<file path="src/rtl/mem_data_bus_ctrl.sv">
// Data-side bus master behind the MEM stage: turns a single-cycle MEM access into one
// outstanding req/addr_ok/data_ok transaction, stalling MEM and draining flushed responses.
module mem_data_bus_ctrl #(
  parameter int ADDR_WIDTH = 32,
  parameter int DATA_WIDTH = 32
) (
  input  logic                  clk,
  input  logic                  rst,
  input  logic                  req_valid_i,
  input  logic                  req_we_i,
  input  logic [3:0]            req_sel_i,
  input  logic [ADDR_WIDTH-1:0] req_addr_i,
  input  logic [DATA_WIDTH-1:0] req_wdata_i,
  input  logic                  req_uncached_i,
  input  logic                  req_cancel_i,
  output logic                  stall_o,
  output logic [DATA_WIDTH-1:0] rdata_o,
  output logic                  rdata_valid_o,
  output logic                  data_req_o,
  output logic                  data_wr_o,
  output logic [1:0]            data_size_o,
  output logic [3:0]            data_wstrb_o,
  output logic [ADDR_WIDTH-1:0] data_addr_o,
  output logic [DATA_WIDTH-1:0] data_wdata_o,
  output logic                  data_uncached_o,
  input  logic                  data_addr_ok_i,
  input  logic                  data_data_ok_i,
  input  logic [DATA_WIDTH-1:0] data_rdata_i
);

  typedef enum logic [2:0] {
    IDLE  = 3'd0,
    REQ   = 3'd1,
    RESP  = 3'd2,
    DONE  = 3'd3,
    DRAIN = 3'd4
  } state_t;

  // Returns {legal, size}; only 1, 2 or 4 active lanes form a bus access.
  function automatic logic [2:0] size_decode(input logic [3:0] sel);
    logic [2:0] cnt;
    cnt = {2'b00, sel[0]} + {2'b00, sel[1]} + {2'b00, sel[2]} + {2'b00, sel[3]};
    case (cnt)
      3'd1:    size_decode = {1'b1, 2'd0};
      3'd2:    size_decode = {1'b1, 2'd1};
      3'd4:    size_decode = {1'b1, 2'd2};
      default: size_decode = 3'b000;
    endcase
  endfunction

  state_t                state_r, next_state_s;
  logic                  wr_r, uncached_r;
  logic [1:0]            size_r;
  logic [3:0]            wstrb_r;
  logic [ADDR_WIDTH-1:0] addr_r;
  logic [DATA_WIDTH-1:0] wdata_r, rdata_r;

  logic [2:0]            dec_s;
  logic                  legal_s, issue_s, latch_s, capture_s;
  logic                  stall_s, valid_s, req_s, wr_s, uncached_s;
  logic [1:0]            size_s;
  logic [3:0]            wstrb_s;
  logic [ADDR_WIDTH-1:0] addr_s;
  logic [DATA_WIDTH-1:0] wdata_s, rdata_s;

  assign dec_s   = size_decode(req_sel_i);
  assign legal_s = dec_s[2];
  assign issue_s = req_valid_i & ~req_cancel_i & legal_s;

  // Next-state and output decode for the transaction FSM.
  always_comb begin
    next_state_s = state_r;
    latch_s      = 1'b0;
    capture_s    = 1'b0;
    stall_s      = 1'b0;
    valid_s      = 1'b0;
    req_s        = 1'b0;
    wr_s         = wr_r;
    size_s       = size_r;
    wstrb_s      = wstrb_r;
    addr_s       = addr_r;
    wdata_s      = wdata_r;
    uncached_s   = uncached_r;
    rdata_s      = rdata_r;
    case (state_r)
      IDLE: begin
        wr_s       = req_we_i;
        size_s     = dec_s[1:0];
        wstrb_s    = req_we_i ? req_sel_i : 4'b0000;
        addr_s     = req_addr_i;
        wdata_s    = req_wdata_i;
        uncached_s = req_uncached_i;
        req_s      = issue_s;
        stall_s    = issue_s;
        latch_s    = issue_s;
        if (issue_s) begin
          next_state_s = data_addr_ok_i ? RESP : REQ;
        end else if (req_valid_i && !req_cancel_i) begin
          // Malformed lane mask retires immediately without touching the bus.
          valid_s = 1'b1;
          rdata_s = {DATA_WIDTH{1'b0}};
        end else begin
          next_state_s = IDLE;
        end
      end
      REQ: begin
        req_s   = 1'b1;
        stall_s = 1'b1;
        if (data_addr_ok_i) begin
          next_state_s = req_cancel_i ? DRAIN : RESP;
        end else if (req_cancel_i) begin
          next_state_s = IDLE;
        end else begin
          next_state_s = REQ;
        end
      end
      RESP: begin
        stall_s = 1'b1;
        if (data_data_ok_i) begin
          capture_s    = ~req_cancel_i;
          next_state_s = req_cancel_i ? IDLE : DONE;
        end else if (req_cancel_i) begin
          next_state_s = DRAIN;
        end else begin
          next_state_s = RESP;
        end
      end
      DONE: begin
        valid_s      = 1'b1;
        next_state_s = IDLE;
      end
      DRAIN: begin
        stall_s = req_valid_i;
        if (data_data_ok_i) begin
          next_state_s = IDLE;
        end else begin
          next_state_s = DRAIN;
        end
      end
      default: begin
        next_state_s = IDLE;
      end
    endcase
  end

  // State register plus request-field and response latches.
  always_ff @(posedge clk or negedge rst) begin
    if (!rst) begin
      state_r    <= IDLE;
      wr_r       <= 1'b0;
      uncached_r <= 1'b0;
      size_r     <= 2'd0;
      wstrb_r    <= 4'b0000;
      addr_r     <= {ADDR_WIDTH{1'b0}};
      wdata_r    <= {DATA_WIDTH{1'b0}};
      rdata_r    <= {DATA_WIDTH{1'b0}};
    end else begin
      state_r <= next_state_s;
      if (latch_s) begin
        wr_r       <= wr_s;
        uncached_r <= uncached_s;
        size_r     <= size_s;
        wstrb_r    <= wstrb_s;
        addr_r     <= addr_s;
        wdata_r    <= wdata_s;
      end
      if (capture_s) begin
        rdata_r <= wr_r ? {DATA_WIDTH{1'b0}} : data_rdata_i;
      end
    end
  end

  // Reset forces every output low even while MEM still presents a request.
  assign stall_o         = rst & stall_s;
  assign rdata_valid_o   = rst & valid_s;
  assign rdata_o         = rst ? rdata_s : {DATA_WIDTH{1'b0}};
  assign data_req_o      = rst & req_s;
  assign data_wr_o       = rst & wr_s;
  assign data_size_o     = rst ? size_s : 2'd0;
  assign data_wstrb_o    = rst ? wstrb_s : 4'b0000;
  assign data_addr_o     = rst ? addr_s : {ADDR_WIDTH{1'b0}};
  assign data_wdata_o    = rst ? wdata_s : {DATA_WIDTH{1'b0}};
  assign data_uncached_o = rst & uncached_s;

endmodule
</file>
<file path="config.mk">
export PLATFORM = sky130hd
export DESIGN_NAME = mem_data_bus_ctrl
export DESIGN_NICKNAME = d
export VERILOG_FILES = /design/src/rtl/mem_data_bus_ctrl.sv
export SDC_FILE = /design/constraint.sdc
export NUM_CORES = 1
export LEC_CHECK = 0
export ABC_AREA = 0
export BUFFER_PORTS_ARGS = -buffer_cell sky130_fd_sc_hd__buf_2
export CAP_MARGIN = 20
export CORE_AREA = 2 2 92 138
export DETAILED_ROUTE_END_ITERATION = 6
export DIE_AREA = 0 0 94 140
export PLACE_DENSITY_LB_ADDON = 0.1
export SYNTH_ARGS = -nofsm -noshare
export SYNTH_HDL_FRONTEND = slang
export SYNTH_SLANG_ARGS = --single-unit
</file>
<file path="constraint.sdc">
create_clock -name clk -period 10.8 [get_ports clk]
set_clock_uncertainty 0.2 [all_clocks]
set_input_delay 2.16 -clock clk [delete_from_list [all_inputs] [get_ports clk]]
set_output_delay 2.16 -clock clk [all_outputs]
set_load 0.005 [all_outputs]
</file>
Word-level counts from Yosys, hierarchy flattened
Index checks and enable logic that the tools add are counted.
- add/subtract/negate cells: 3
- equal/unequal tests: 8
- multiplexer cells: 35
- bitwise operators: 8
- reductions and logical operators: 4
- operators with widths (kind ; number):
    $mux W32 ; 9
    $mux W3 ; 6
    $mux W4 ; 3
    $pmux W3 S4 ; 1
    $eq A3 B2 Y1 const B ; 3
    $pmux W3 S3 ; 1
    $mux W1 ; 8
    $mux W2 ; 4
    $and A1 B1 Y1 ; 7
    $eq A3 B1 Y1 const B ; 2
    $eq A3 B3 Y1 const B ; 2
    $pmux W1 S2 ; 2
    $add A2 B1 Y3 ; 1
    $add A3 B1 Y3 ; 1
    $logic_not A3 Y1 ; 1
    $ne A3 B3 Y1 const B ; 1
    $pmux W1 S3 ; 1
    $add A1 B1 Y2 ; 1
    $reduce_or A2 Y1 ; 1
    $logic_and A1 B1 Y1 ; 1
    $logic_not A1 Y1 ; 1
    $not A1 Y1 ; 1
- register bits after elaboration: 107

Depth between registers and ports, before layout
- depth after elaboration: 9
- depth in mapped cells: 10
- gate-level depth less buffers: 7

Worst setup path after synthesis
No wires, ideal clock.
- path type: in2out
- start: in req_sel_i[0]
- end: out rdata_o[10]
- arrival time: 4.213 ns
- slack: 4.227 ns
- stages: 9
- path buffers: 2
- path through: fa_1 > ha_1 > ha_1 > nor3b_2 > o21ba_1 > buf_2 > a21boi_1 > buf_2 > and2_1
- word-level cells in the longest chain between the ends: 9
- RTL lines (what ; RTL line ; source):
    from (decl) ; 11 ; input logic [3:0] req_sel_i,
    $add A1 B1 Y2 (*) ; 42 ; cnt = {2'b00, sel[0]} + {2'b00, sel[1]} + {2'b00, sel[2]} + {2'b00, sel[3]};
    $add A2 B1 Y3 (*) ; 42 ;
    $add A3 B1 Y3 (*) ; 42 ;
    $eq A3 B3 Y1, or another cell as far along ; 43 ; case (cnt)
    $pmux W3 S3 (*) ; 43 ;
    $and A1 B1 Y1 (*) ; 68 ; assign issue_s = req_valid_i & ~req_cancel_i & legal_s;
    $mux W32 (*) ; 96 ; if (issue_s) begin
    $mux W32 (*) ; 85 ; case (state_r)
    $mux W32 (*) ; 176 ; assign rdata_o = rst ? rdata_s : {DATA_WIDTH{1'b0}};
    to (decl) ; 17 ; output logic [DATA_WIDTH-1:0] rdata_o,
Mark *: on every way between the ends. The rest lies on a longest branch, timed or not.

Worst setup path in the final report
- start: in req_sel_i[0]
- end: out rdata_o[4]
Same word-level chain as after synthesis.

==> impl_metrics.csv <==
group,metric,value,unit
run_status,outcome,"completed",
drt,drc,0,
final_layout,final_common_cell,"sky130_fd_sc_hd__buf_2",
placement,place.port_buffers,214,
clock_network,cts_setup_buffers,0,
sta,period_minus_slack,6.98,ns
drt,wire_per_inst,14.7,um
placement,detailedPlacementHpwl,10000,um
synthesis,synth_top_cells_by_area,"sky130_fd_sc_hd__dfrtp_1 (46%), sky130_fd_sc_hd__nand2_1 (14%), sky130_fd_sc_hd__mux2_1 (9.7%)",
sta,clock.fmax,143,MHz
sta,hold_viol_final,0,
synthesis,synthDistinctLibCells,36,
global_route,grt_pass1_wl,22900,um
floorplanning,rows,49,
clock_network,cts_max_path_buffers,2,
synthesis,syn_nets,739,
pwr,total_leakage_power,3.70,nW
clock_network,postCtsResizedCells,0,
sta,max_slew_margin,41.0,%
global_route,final_global_route_overflow_total,0,
synthesis,synth-seq-area-share,46.0,%
drt,drt_iter0_drc,178,
final_layout,share_of_post_route_cells_with_drive_strength_above_1,31.6,%
job,maxCapViolations,0,
pwr,pwr_density_cell,225,nW/um^2
min_path,worst_hold_startpoint,"rdata_r[26]$_DFFE_PN0P_",
clock_network,clock_latency,0.34,ns
synthesis,post-synth-top-area-cell,"sky130_fd_sc_hd__dfrtp_1",
sta,worst-slew-pin-transition,0.885,ns
final_layout,postLayoutCellArea,7220,um^2
sta,hold_slack,0.259,ns
global_route,number_of_antenna_violations_at_the_first_check_in_global_routing,1,
clock_network,cts_clk_pin_slew_worst_paths,0.06,ns
drt,detailedRoute.firstPassIterationCount,4,
sta,post-route-worst-setup-slack,3.82,ns
clock_network,cts.root.buffer_cell,"sky130_fd_sc_hd__clkbuf_16",
clock_network,cts_inserted_buffers,9,
worst_setup_path,worst_r2r_endpoint,"wdata_r[19]$_DFFE_PN0N_",
synthesis,synth-seq-cells,107,
floorplanning,fp.dieW,94,um
placement,post_dp_area,6920,um^2
final_layout,layout-area-overhead-vs-synth,24.0,%
floorplanning,floorplan.die_area,13200,um^2
sta,unrepaired_setup_endpoints_after_global_routing,"false",
final_layout,most-common-layout-cells,"sky130_fd_sc_hd__buf_2 (213), sky130_fd_sc_hd__nand2_1 (212), sky130_fd_sc_hd__dfrtp_1 (107), sky130_fd_sc_hd__a21boi_0 (68), sky130_fd_sc_hd__mux2_1 (50)",
worst_setup_path,critical_path_class,"in -> out",
floorplanning,ioPinCount,215,
sta,setup-violations-final,0,
final_layout,fill_cells,1088,
clock_network,cts_tree,"done",
drt,route.antenna.remaining_nets,0,
worst_setup_path,startpoint_of_the_lowest_slack_register_to_register_path,"state_r[2]$_DFFE_PN0P_",
clock_network,numClockSinks,107,
worst_setup_path,cpMaxStageDelayCell,"sky130_fd_sc_hd__fa_1",
worst_setup_path,cp_cell_sequence,"buf_2 -> fa_1 -> ha_1 -> ha_1 -> nor3b_2 -> o21ba_1 -> a21boi_1 -> buf_4 -> and2_1 -> buf_2",
global_route,global_route.usage.total,21.3,%
sta,final.period_utilization,64.6,%
floorplanning,die_h,140,um
worst_setup_path,slowest_delay,0.48,ns
worst_setup_path,crit_path_max_fanout,32,
drt,wirelength,14200,um
worst_setup_path,critical_path.endpoint_type,"output pin",
worst_setup_path,critical_path.startpoint_type,"input pin",
synthesis,synth.yosys.warnings,0,
final_layout,nets_finish,923,
synthesis,syn-instance-count,628,
global_route,grt_pass1_vias,5109,
min_path,worst_hold_path_type,"reg -> reg",
worst_setup_path,crit_arrival,4.62,ns
worst_setup_path,worst_r2r_path_depth,5,
sta,timing_max_transition_violations_final,0,
synthesis,synth_area,5820,um^2
min_path,min_to,"rdata_r[26]$_DFFE_PN0P_",
floorplanning,core_region,12000,um^2
clock_network,hold_bufs_inserted_after_cts,0,
pwr,ir_worst_vdd,0.127,mV
worst_setup_path,regToRegSetupSlack,7.44,ns
pwr,fin_total_pwr,1.62,mW
drt,detailroute.via_count,5049,
placement,detailedPlace.worstSlack,3.84,ns
synthesis,yosys.area.top_type_share,46.0,%
global_route,grt_start_max_net_pins,97,
worst_setup_path,req_time_crit_path,8.44,ns
placement,gp_congestion,0.824,
clock_network,cts.htree.levels,3,
min_path,worstHoldPathCells,2,
floorplanning,floorplan.initialDensity,48.7,%
synthesis,synthesis.area_per_instance,9.27,um^2
sta,fin_tns_setup,0,ns
drt,vias_per_cell,5.21,
==> kinds of logic (layout without fill, tap and decap cells) <==
logic type / after synthesis / in the layout / synth area share [%]
simple gates: 301 / 301 / 24.1
xor+xnor: 1 / 1 / 0.150
mux: 66 / 66 / 12.8
flops: 107 / 107 / 46.0
other cells: 0 / 1 / 0
fa+ha+maj: 3 / 3 / 0.774
buf+inv: 50 / 238 / 4.15
compound gates: 100 / 100 / 12.0
==> worst max-delay path by stage <==
| stage | startpoint | slack [ns] | to |
|---|---|---|---|
| after floorplan | req_sel_i[0] | 4.23 | rdata_o[10] |
| after global routing | req_sel_i[0] | 3.63 | rdata_o[4] |
| after global placement | req_sel_i[0] | 3.95 | rdata_o[8] |
| final | req_sel_i[0] | 3.82 | rdata_o[4] |
| after CTS | req_sel_i[0] | 3.83 | rdata_o[1] |
| after detailed placement | req_sel_i[0] | 3.84 | rdata_o[1] |
==> power by group <==
| part | switching [mW] | leakage [nW] | internal (mW) |
|---|---|---|---|
| Clock | 0.144 | 0.124 | 0.161 |
| Sequential | 0.113 | 1.32 | 0.594 |
| Combinational | 0.319 | 2.26 | 0.293 |
==> cells in the mapped netlist <==
cell type,count
sky130_fd_sc_hd__nand2_1,212
sky130_fd_sc_hd__fa_1,1
sky130_fd_sc_hd__nor3_1,3
sky130_fd_sc_hd__buf_4,1
sky130_fd_sc_hd__o31ai_1,1
sky130_fd_sc_hd__a21oi_1,5
sky130_fd_sc_hd__nor3b_4,1
sky130_fd_sc_hd__buf_2,10
sky130_fd_sc_hd__nand3_1,3
sky130_fd_sc_hd__o22ai_1,1
sky130_fd_sc_hd__nor3b_2,1
sky130_fd_sc_hd__a21o_1,1
sky130_fd_sc_hd__nor2_1,3
sky130_fd_sc_hd__xnor2_1,1
sky130_fd_sc_hd__or3_1,2
sky130_fd_sc_hd__clkbuf_1,31
sky130_fd_sc_hd__mux2_2,15
sky130_fd_sc_hd__nand2b_1,4
sky130_fd_sc_hd__ha_1,2
sky130_fd_sc_hd__nand2b_2,1
sky130_fd_sc_hd__o22a_1,1
sky130_fd_sc_hd__o32ai_1,2
sky130_fd_sc_hd__dfrtp_1,107
sky130_fd_sc_hd__and2_1,36
sky130_fd_sc_hd__a21boi_0,68
sky130_fd_sc_hd__o21ba_1,1
sky130_fd_sc_hd__nand3b_1,34
sky130_fd_sc_hd__buf_1,1
sky130_fd_sc_hd__mux2_1,50
sky130_fd_sc_hd__a21boi_1,1
sky130_fd_sc_hd__a31oi_1,1
sky130_fd_sc_hd__mux2_4,1
sky130_fd_sc_hd__buf_6,5
sky130_fd_sc_hd__inv_1,2
sky130_fd_sc_hd__nor3_2,1
sky130_fd_sc_hd__o21ai_0,18
==> sequential cells by signal, indices dropped and copies added, names as in the netlist <==
register	flops
addr_r	32
rdata_r	32
wdata_r	32
wstrb_r	4
state_r	3
size_r	2
uncached_r	1
wr_r	1
==> worst max-delay path, delay by kind of cell <==
| kind | cells | cell delay, ns |
|---|---|---|
| AO/OA/AOI/OAI | 2 | 0.45 |
| adder cells (fa/ha/maj) | 3 | 1.04 |
| buffers and inverters | 3 | 0.50 |
| AND/OR/NAND/NOR | 2 | 0.45 |
==> metal layers <==
metal	track usage [%]	wire, um
met3	4.95	1020
met4	6.86	239
met2	37.8	7260
met1	25.1	5720
met5	0	0
==> metrics by stage <==
stage / util (%) / std cells
2_1_floorplan: - / 628
3_3_place_gp: 57.9 / 953
3_5_place_dp: 57.9 / 953
4_1_cts: 60.2 / 968
5_1_grt: 60.4 / 970
6_report: 60.4 / 970
==> final cells by class <==
type | count | area, um^2 | area share [%]
sequential | 107 | 2680 | 37.1
tap | 153 | 191 | 2.65
clock buffer | 11 | 243 | 3.36
clock inverter | 4 | 27.5 | 0.381
inverter | 2 | 7.51 | 0.104
multi-input combinational | 471 | 2920 | 40.5
antenna | 1 | 2.50 | 0.0347
timing repair buffer | 221 | 1150 | 15.9
Power figures use the tool's default switching activity.
